`config.mk`:
```
export PLATFORM = sky130hd
export DESIGN_NAME = write_dest_fsm
export DESIGN_NICKNAME = d
export VERILOG_FILES = /design/src/rtl/write_dest_fsm.sv
export SDC_FILE = /design/constraint.sdc
export NUM_CORES = 1
export LEC_CHECK = 0
export CORE_AREA = 2 2 529 531
export DETAILED_ROUTE_END_ITERATION = 6
export DIE_AREA = 0 0 531 533
export PLACE_DENSITY_LB_ADDON = 0.08
export SLEW_MARGIN = 20
export SYNTH_ARGS = -nofsm -noshare
export SYNTH_HDL_FRONTEND = slang
export SYNTH_SLANG_ARGS = --single-unit
```
`constraint.sdc`:
```
create_clock -name clk -period 5 [get_ports clk]
set_input_delay 0.75 -clock clk [delete_from_list [all_inputs] [get_ports clk]]
set_output_delay 0.75 -clock clk [all_outputs]
set_load 0.02 [all_outputs]
```
`src/rtl/write_dest_fsm.sv`:
```
// write_dest_fsm: destination-side DMA engine. Pops beats from the show-ahead
// data FIFO and writes them to memory as AXI INCR bursts, then pulses
// wr_fsm_done once every write response has come back.
//
// state      | meaning
// IDLE       | waiting for a go descriptor
// ADDR_SETUP | presenting the AW for the current burst
// DATA_XFER  | streaming W beats from the FIFO
// WAIT_BRESP | all data sent, draining outstanding B responses
// DONE       | one-cycle completion pulse
module write_dest_fsm #(
    parameter int DATA_W      = 512,
    parameter int AXI_LEN_W   = 4,
    parameter int ADDR_W      = 64,
    parameter int LEN_W       = 32,
    parameter int PERF_CNTR_W = 32,
    parameter int ADDR_INCR   = (DATA_W / 8) * (2 ** AXI_LEN_W)
) (
    input  logic                   clk,
    input  logic                   reset,
    input  logic [ADDR_W-1:0]      desc_dest_addr,
    input  logic [LEN_W-1:0]       desc_length,
    input  logic                   desc_go,
    input  logic                   desc_mode,
    input  logic                   descriptor_fifo_not_empty,
    input  logic [DATA_W+1:0]      fifo_rd_data,
    input  logic                   fifo_empty,
    output logic                   fifo_rd_en,
    output logic                   dest_awvalid,
    input  logic                   dest_awready,
    output logic [ADDR_W-1:0]      dest_awaddr,
    output logic [7:0]             dest_awlen,
    output logic [2:0]             dest_awsize,
    output logic [1:0]             dest_awburst,
    output logic                   dest_wvalid,
    input  logic                   dest_wready,
    output logic [DATA_W-1:0]      dest_wdata,
    output logic [DATA_W/8-1:0]    dest_wstrb,
    output logic                   dest_wlast,
    input  logic                   dest_bvalid,
    output logic                   dest_bready,
    input  logic [1:0]             dest_bresp,
    output logic                   dest_arvalid,
    output logic                   dest_rready,
    output logic                   wr_fsm_done,
    output logic                   wr_dest_busy,
    output logic [4:0]             wr_dest_state,
    output logic                   wr_dest_err,
    output logic [PERF_CNTR_W-1:0] wr_dest_clk_cnt,
    output logic [PERF_CNTR_W-1:0] wr_dest_beat_cnt
);

    localparam int OUT_W = AXI_LEN_W + 1;
    localparam logic [2:0] AW_SIZE = 3'($clog2(DATA_W / 8));

    typedef enum logic [4:0] {
        S_IDLE       = 5'b00001,
        S_ADDR_SETUP = 5'b00010,
        S_DATA_XFER  = 5'b00100,
        S_WAIT_BRESP = 5'b01000,
        S_DONE       = 5'b10000
    } state_t;

    state_t                 state_q, state_d;
    logic [ADDR_W-1:0]      awaddr_q, awaddr_d;
    logic [AXI_LEN_W-1:0]   awlen_q, awlen_d;
    logic [2:0]             awsize_q, awsize_d;
    logic [1:0]             awburst_q, awburst_d;
    logic                   awvalid_q, awvalid_d;
    logic [AXI_LEN_W-1:0]   last_len_q, last_len_d;
    logic [AXI_LEN_W-1:0]   beat_cnt_q, beat_cnt_d;
    logic [LEN_W-1:0]       num_bursts_q, num_bursts_d;
    logic [LEN_W-1:0]       burst_cnt_q, burst_cnt_d;
    logic [OUT_W-1:0]       outstanding_q, outstanding_d;
    logic                   err_q, err_d;
    logic [PERF_CNTR_W-1:0] clk_cnt_q, clk_cnt_d;
    logic [PERF_CNTR_W-1:0] beat_perf_q, beat_perf_d;

    logic             start, aw_hs, w_hs, b_hs, more_bursts, fifo_last;
    logic [LEN_W-1:0] len_m1, burst_inc;
    logic             unused_ok;

    // Packet-complete and mode are not needed on the write side.
    assign unused_ok = ^{desc_mode, fifo_rd_data[DATA_W+1]};

    assign fifo_last    = fifo_rd_data[DATA_W];
    assign start        = desc_go && descriptor_fifo_not_empty && (state_q == S_IDLE);
    assign dest_wdata   = fifo_rd_data[DATA_W-1:0];
    assign dest_wstrb   = '1;
    assign dest_arvalid = 1'b0;
    assign dest_rready  = 1'b0;

    // State register.
    always_ff @(posedge clk) begin
        if (reset) state_q <= S_IDLE;
        else       state_q <= state_d;
    end

    // Next-state decode.
    always_comb begin
        state_d = state_q;
        unique case (state_q)
            S_IDLE:       if (start) state_d = (desc_length == '0) ? S_DONE : S_ADDR_SETUP;
            S_ADDR_SETUP: if (aw_hs) state_d = S_DATA_XFER;
            S_DATA_XFER:  if (w_hs && dest_wlast) state_d = more_bursts ? S_ADDR_SETUP : S_WAIT_BRESP;
            S_WAIT_BRESP: if (outstanding_d == '0) state_d = S_DONE;
            S_DONE:       state_d = S_IDLE;
            default:      state_d = S_IDLE;
        endcase
    end

    // Channel outputs and handshake decode, all from current state.
    always_comb begin
        dest_wvalid   = (state_q == S_DATA_XFER) && !fifo_empty;
        dest_wlast    = (state_q == S_DATA_XFER) && (beat_cnt_q == awlen_q);
        dest_bready   = (state_q != S_IDLE);
        fifo_rd_en    = dest_wvalid && dest_wready;
        aw_hs         = awvalid_q && dest_awready;
        w_hs          = fifo_rd_en;
        b_hs          = dest_bvalid && dest_bready;
        wr_fsm_done   = (state_q == S_DONE);
        wr_dest_busy  = (state_q != S_IDLE);
        wr_dest_state = state_q;
    end

    assign dest_awvalid     = awvalid_q;
    assign dest_awaddr      = awaddr_q;
    assign dest_awlen       = 8'(awlen_q);
    assign dest_awsize      = awsize_q;
    assign dest_awburst     = awburst_q;
    assign wr_dest_err      = err_q;
    assign wr_dest_clk_cnt  = clk_cnt_q;
    assign wr_dest_beat_cnt = beat_perf_q;

    // Burst bookkeeping, AW fields, outstanding count, error and perf counters.
    always_comb begin
        len_m1        = desc_length - LEN_W'(1);
        burst_inc     = burst_cnt_q + LEN_W'(1);
        more_bursts   = burst_inc < num_bursts_q;
        awaddr_d      = awaddr_q;
        awlen_d       = awlen_q;
        awsize_d      = awsize_q;
        awburst_d     = awburst_q;
        last_len_d    = last_len_q;
        num_bursts_d  = num_bursts_q;
        burst_cnt_d   = burst_cnt_q;
        beat_cnt_d    = beat_cnt_q;
        outstanding_d = outstanding_q;
        clk_cnt_d     = clk_cnt_q;
        beat_perf_d   = beat_perf_q;

        if (start) begin
            num_bursts_d = (len_m1 >> AXI_LEN_W) + LEN_W'(1);
            last_len_d   = len_m1[AXI_LEN_W-1:0];
            awaddr_d     = desc_dest_addr;
            burst_cnt_d  = '0;
        end

        // awvalid rises one cycle into ADDR_SETUP; AW fields are loaded on
        // that first cycle so they are stable for the whole valid window.
        awvalid_d = (state_q == S_ADDR_SETUP) && !aw_hs;
        if ((state_q == S_ADDR_SETUP) && !awvalid_q) begin
            awlen_d   = more_bursts ? '1 : last_len_q;
            awsize_d  = AW_SIZE;
            awburst_d = 2'b01;
        end

        if (aw_hs)     beat_cnt_d = '0;
        else if (w_hs) beat_cnt_d = beat_cnt_q + AXI_LEN_W'(1);

        if (w_hs && dest_wlast) begin
            burst_cnt_d = burst_inc;
            if (more_bursts) awaddr_d = awaddr_q + ADDR_W'(ADDR_INCR);
        end

        unique case ({aw_hs, b_hs})
            2'b10:   outstanding_d = outstanding_q + OUT_W'(1);
            2'b01:   outstanding_d = outstanding_q - OUT_W'(1);
            default: outstanding_d = outstanding_q;
        endcase

        err_d = err_q || (b_hs && (dest_bresp != 2'b00)) || (w_hs && (fifo_last != dest_wlast));

        if (start && (desc_length != '0)) begin
            clk_cnt_d   = '0;
            beat_perf_d = '0;
        end else begin
            if (state_q != S_IDLE) clk_cnt_d = clk_cnt_q + PERF_CNTR_W'(1);
            if (w_hs)              beat_perf_d = beat_perf_q + PERF_CNTR_W'(1);
        end
    end

    // Datapath registers.
    always_ff @(posedge clk) begin
        if (reset) begin
            awaddr_q      <= '0;
            awlen_q       <= '0;
            awsize_q      <= '0;
            awburst_q     <= '0;
            awvalid_q     <= 1'b0;
            last_len_q    <= '0;
            num_bursts_q  <= '0;
            burst_cnt_q   <= '0;
            beat_cnt_q    <= '0;
            outstanding_q <= '0;
            err_q         <= 1'b0;
            clk_cnt_q     <= '0;
            beat_perf_q   <= '0;
        end else begin
            awaddr_q      <= awaddr_d;
            awlen_q       <= awlen_d;
            awsize_q      <= awsize_d;
            awburst_q     <= awburst_d;
            awvalid_q     <= awvalid_d;
            last_len_q    <= last_len_d;
            num_bursts_q  <= num_bursts_d;
            burst_cnt_q   <= burst_cnt_d;
            beat_cnt_q    <= beat_cnt_d;
            outstanding_q <= outstanding_d;
            err_q         <= err_d;
            clk_cnt_q     <= clk_cnt_d;
            beat_perf_q   <= beat_perf_d;
        end
    end

endmodule

```
==> impl_metrics.toml <==
[routing]
drtPass1Iterations = 4
route.final.wire_length_mm = 100
wl_per_cell_um = 17.2
num_vias = 14500
ant_nets = 0
detail_route.drc_violations = 0
via_count_normalized_by_instance_count = 2.48
drt-initial-drc-count = 599

[cells_and_area]
layout.cells.non_filler = 5836
layout_nets = 2738
final_cell_utilization_of_the_core = 0.0816
final_area_um2 = 22700
mostFrequentLayoutCells = "253 x clkdlybuf4s50_1, 214 x dfxtp_1, 211 x nand2_1"
area.growth.synth_to_final_pct = 30.1
mostFrequentLayoutCell = "clkdlybuf4s50_1"
drive_gt1_frac = 0.117
fill_cells = 32500

[placed_design]
dp_hpwl_mm = 79.3
postPlaceCellArea_um2 = 21200
globalplace.congestion = 0.642
dp.cells = 5756
worst_setup_slack_before_clock_tree_synthesis_ps = -35.5
numPortBuffers = 254

[setup_path]
setup.worst_path.class = "reg2reg"
critical_path.slowest_cell = "and2_2"
setup.worst_path.end_class = "register"
r2r-start = "burst_cnt_q[9]"
critPathMaxFanout = 13
worst_ep_required_time_ps = 5550
crit_path_frequent_cell = "buf_4"
timing.critical_path.arrival_ps = 5240
critPathMaxStageDelay_ps = 500
path_cells = "nand4_1, buf_4, nor3_1, buf_4, nand2_1, nor2_1, nand3_1, xnor2_1, ha_1, a21o_1, a21o_1, a21o_1, a211o_1, buf_4, nor4_4, and2_2, buf_4, mux2_2, o22ai_1"
critical_path.startpoint_type = "register"
cp-startpoint = "burst_cnt_q[9]"

[clock_network]
clk-insertion-delay-late_ps = 640
cts_root_buffer = "clkbuf_16"
cts-root-to-sink-buffers = 3
hold_buffers = 0
cts_sinks = 214
clk_pin_slew_ps = 50
tritoncts = "done"
cts_made_buffers = 42
htree_num_levels = 2

[synth]
synth_flop_cell = "dfxtp_1"
yosys-top-cells-area = "buf_4 25%, dfxtp_1 25%, nand2_1 4.6%, nor2_1 4.2%, xor2_1 3.5%"
synth_cell_type_count = 87
synth_largest_type_area_fraction = 0.254
asyncSetResetFlopFracSynth = 0
synth-warning-count = 0
syn-instance-count = 2266
synth.yosys.seq_area_share = 0.246
post_synth.cell_area_avg_um2 = 7.69
synth.cell_area_um2 = 17400
synth_edf_count = 0
synth_seq_cells = 214
synth_area_leader_cell = "buf_4"

[pwr]
leakage_dissipation_nw = 6.80
power.density_cell_area_nw_per_um2 = 298
vdd_ir_drop_max_mv = 0.207

[outcome]
outcome = "finished, final reports clean"

[floorplan]
floorplan.core_area_um2 = 278000
design.die.area_um2 = 283000
initial_core_util = 0.0627
die_y_um = 533
design.portCount = 1353
die_boundary_width_um = 531
row_cnt = 194

[sta]
setup_skew_after_layout_ps = 32.0
relSlewSlack = 0.363
fin_ws_ps = 316
period_share = 0.937
grt_setup_unrepaired = "false"
finalHoldViolations = 0
min_tclk_post_route_ps = 4680
fmax_ghz = 0.213
finalSetupViolCount = 0
hold_slack_ps = 447
slew_viol_final = 0
worst_pin_slew_ps = 948

[global_routing]
groute.usage.overall = 0.0687
antenna_found_initial = 11
grt_start_max_net_pins = 68
first_global_vias = 15100
grt-ovfl-total = 0
grt_pass1_wl_mm = 135

[job]
max-cap-violations = 0

[min_path]
worst_hold_startpoint = "num_bursts_q[4]"
hold_path_class = "reg2reg"
==> critical path, delay by kind of cell (launching register included) <==
kind	cells	cell delay (ps)
buffers and inverters	4	820
adders and majority gates	1	280
muxes	1	350
and+or+nand+nor	7	1620
AOI/OAI and AO/OA	5	940
DFF	1	380
xor gates and xnor gates	1	210
==> final timing paths <==
path | endpoint | slack (ps) | cells past startpoint
worst max-delay path | dest_awaddr[27] | 320 | 19
worst max register to register | dest_awaddr[27] | 320 | 19
worst min register to register | num_bursts_q[4] | 450 | 2
worst min-delay path | num_bursts_q[4] | 450 | 2
==> through the flow <==
stage | total power, mW | setup TNS (ps)
after floorplan | 3.42 | 0
after global placement | 3.68 | -26.9
after detailed placement | 3.65 | -35.5
after CTS | 7.08 | 0
after global routing | 7.22 | 0
final | 6.76 | 0
==> flip-flops by register name (all words and copies together) (netlist names), 4 cells and up <==
name	flops
dest_awaddr	64
wr_dest_beat_cnt	32
num_bursts_q	29
awlen_q	4
beat_cnt_q	4
burst_cnt_q	32
last_len_q	4
outstanding_q	5
wr_dest_clk_cnt	32
wr_dest_state	5
==> cell type report <==
class                      count  area [um^2]  share of cell area
timing repair buffer         378         3590               0.158
multi-input combinational   1388         8450               0.373
antenna                        4         10.0            0.000441
tap                         3724         4660               0.205
sequential                   214         4280               0.189
clock inverter                14          241              0.0107
inverter                      52          195             0.00861
clock buffer                  62         1250              0.0550
==> logic make-up after synthesis <==
family | synth area share
AND/OR/NAND/NOR | 0.226
buffers and inverters | 0.287
AO/OA/AOI/OAI | 0.120
flip-flops | 0.246
XOR/XNOR | 0.0658
multiplexers | 0.0253
adder cells (fa/ha/maj) | 0.0299
other | 0.000431
==> routing by layer <==
| metal | part of all wire | up-vias | global-route usage |
|---|---|---|---|
| li1 | - | 6776 | - |
| met1 | 0.40 | 6668 | 0.0774 |
| met2 | 0.43 | 690 | 0.104 |
| met3 | 0.11 | 320 | 0.0324 |
| met4 | 0.058 | 18 | 0.0397 |
| met5 | 0.0048 | - | 0.0111 |
==> synthesized netlist by cell type (all sizes together), types with 7 or more instances <==
cell    instances
a211oi         10
a21o            9
a21oi          98
a22oi          16
a31o           10
a31oi          21
a32oi           8
and2           13
and3           38
and4            7
buf           608
clkbuf         74
dfxtp         214
ha             40
inv            51
mux2            9
mux2i          34
nand2         214
nand3          95
nand4          54
nor2          196
nor3           50
nor4           27
o211ai         15
o21a            7
o21ai          50
o22ai          19
o311ai         11
or2             8
or3            28
or4            24
xnor2          61
xor2           70
==> what timing repair did <==
| action | CTS | global route |
|---|---|---|
| buffers inserted | 0 | 0 |
| endpoints found under the setup margin | 1 | 0 |
| gates resized for setup | 1 | 0 |
==> power breakdown <==
group / internal [mW] / total (mW) / leakage (nW) / switching, mW
clock: 2.03 / 3.23 / 0.730 / 1.20
combinational: 0.582 / 1.53 / 4.34 / 0.950
sequential: 1.83 / 2.00 / 1.73 / 0.162
Power figures use the tool's default switching activity.
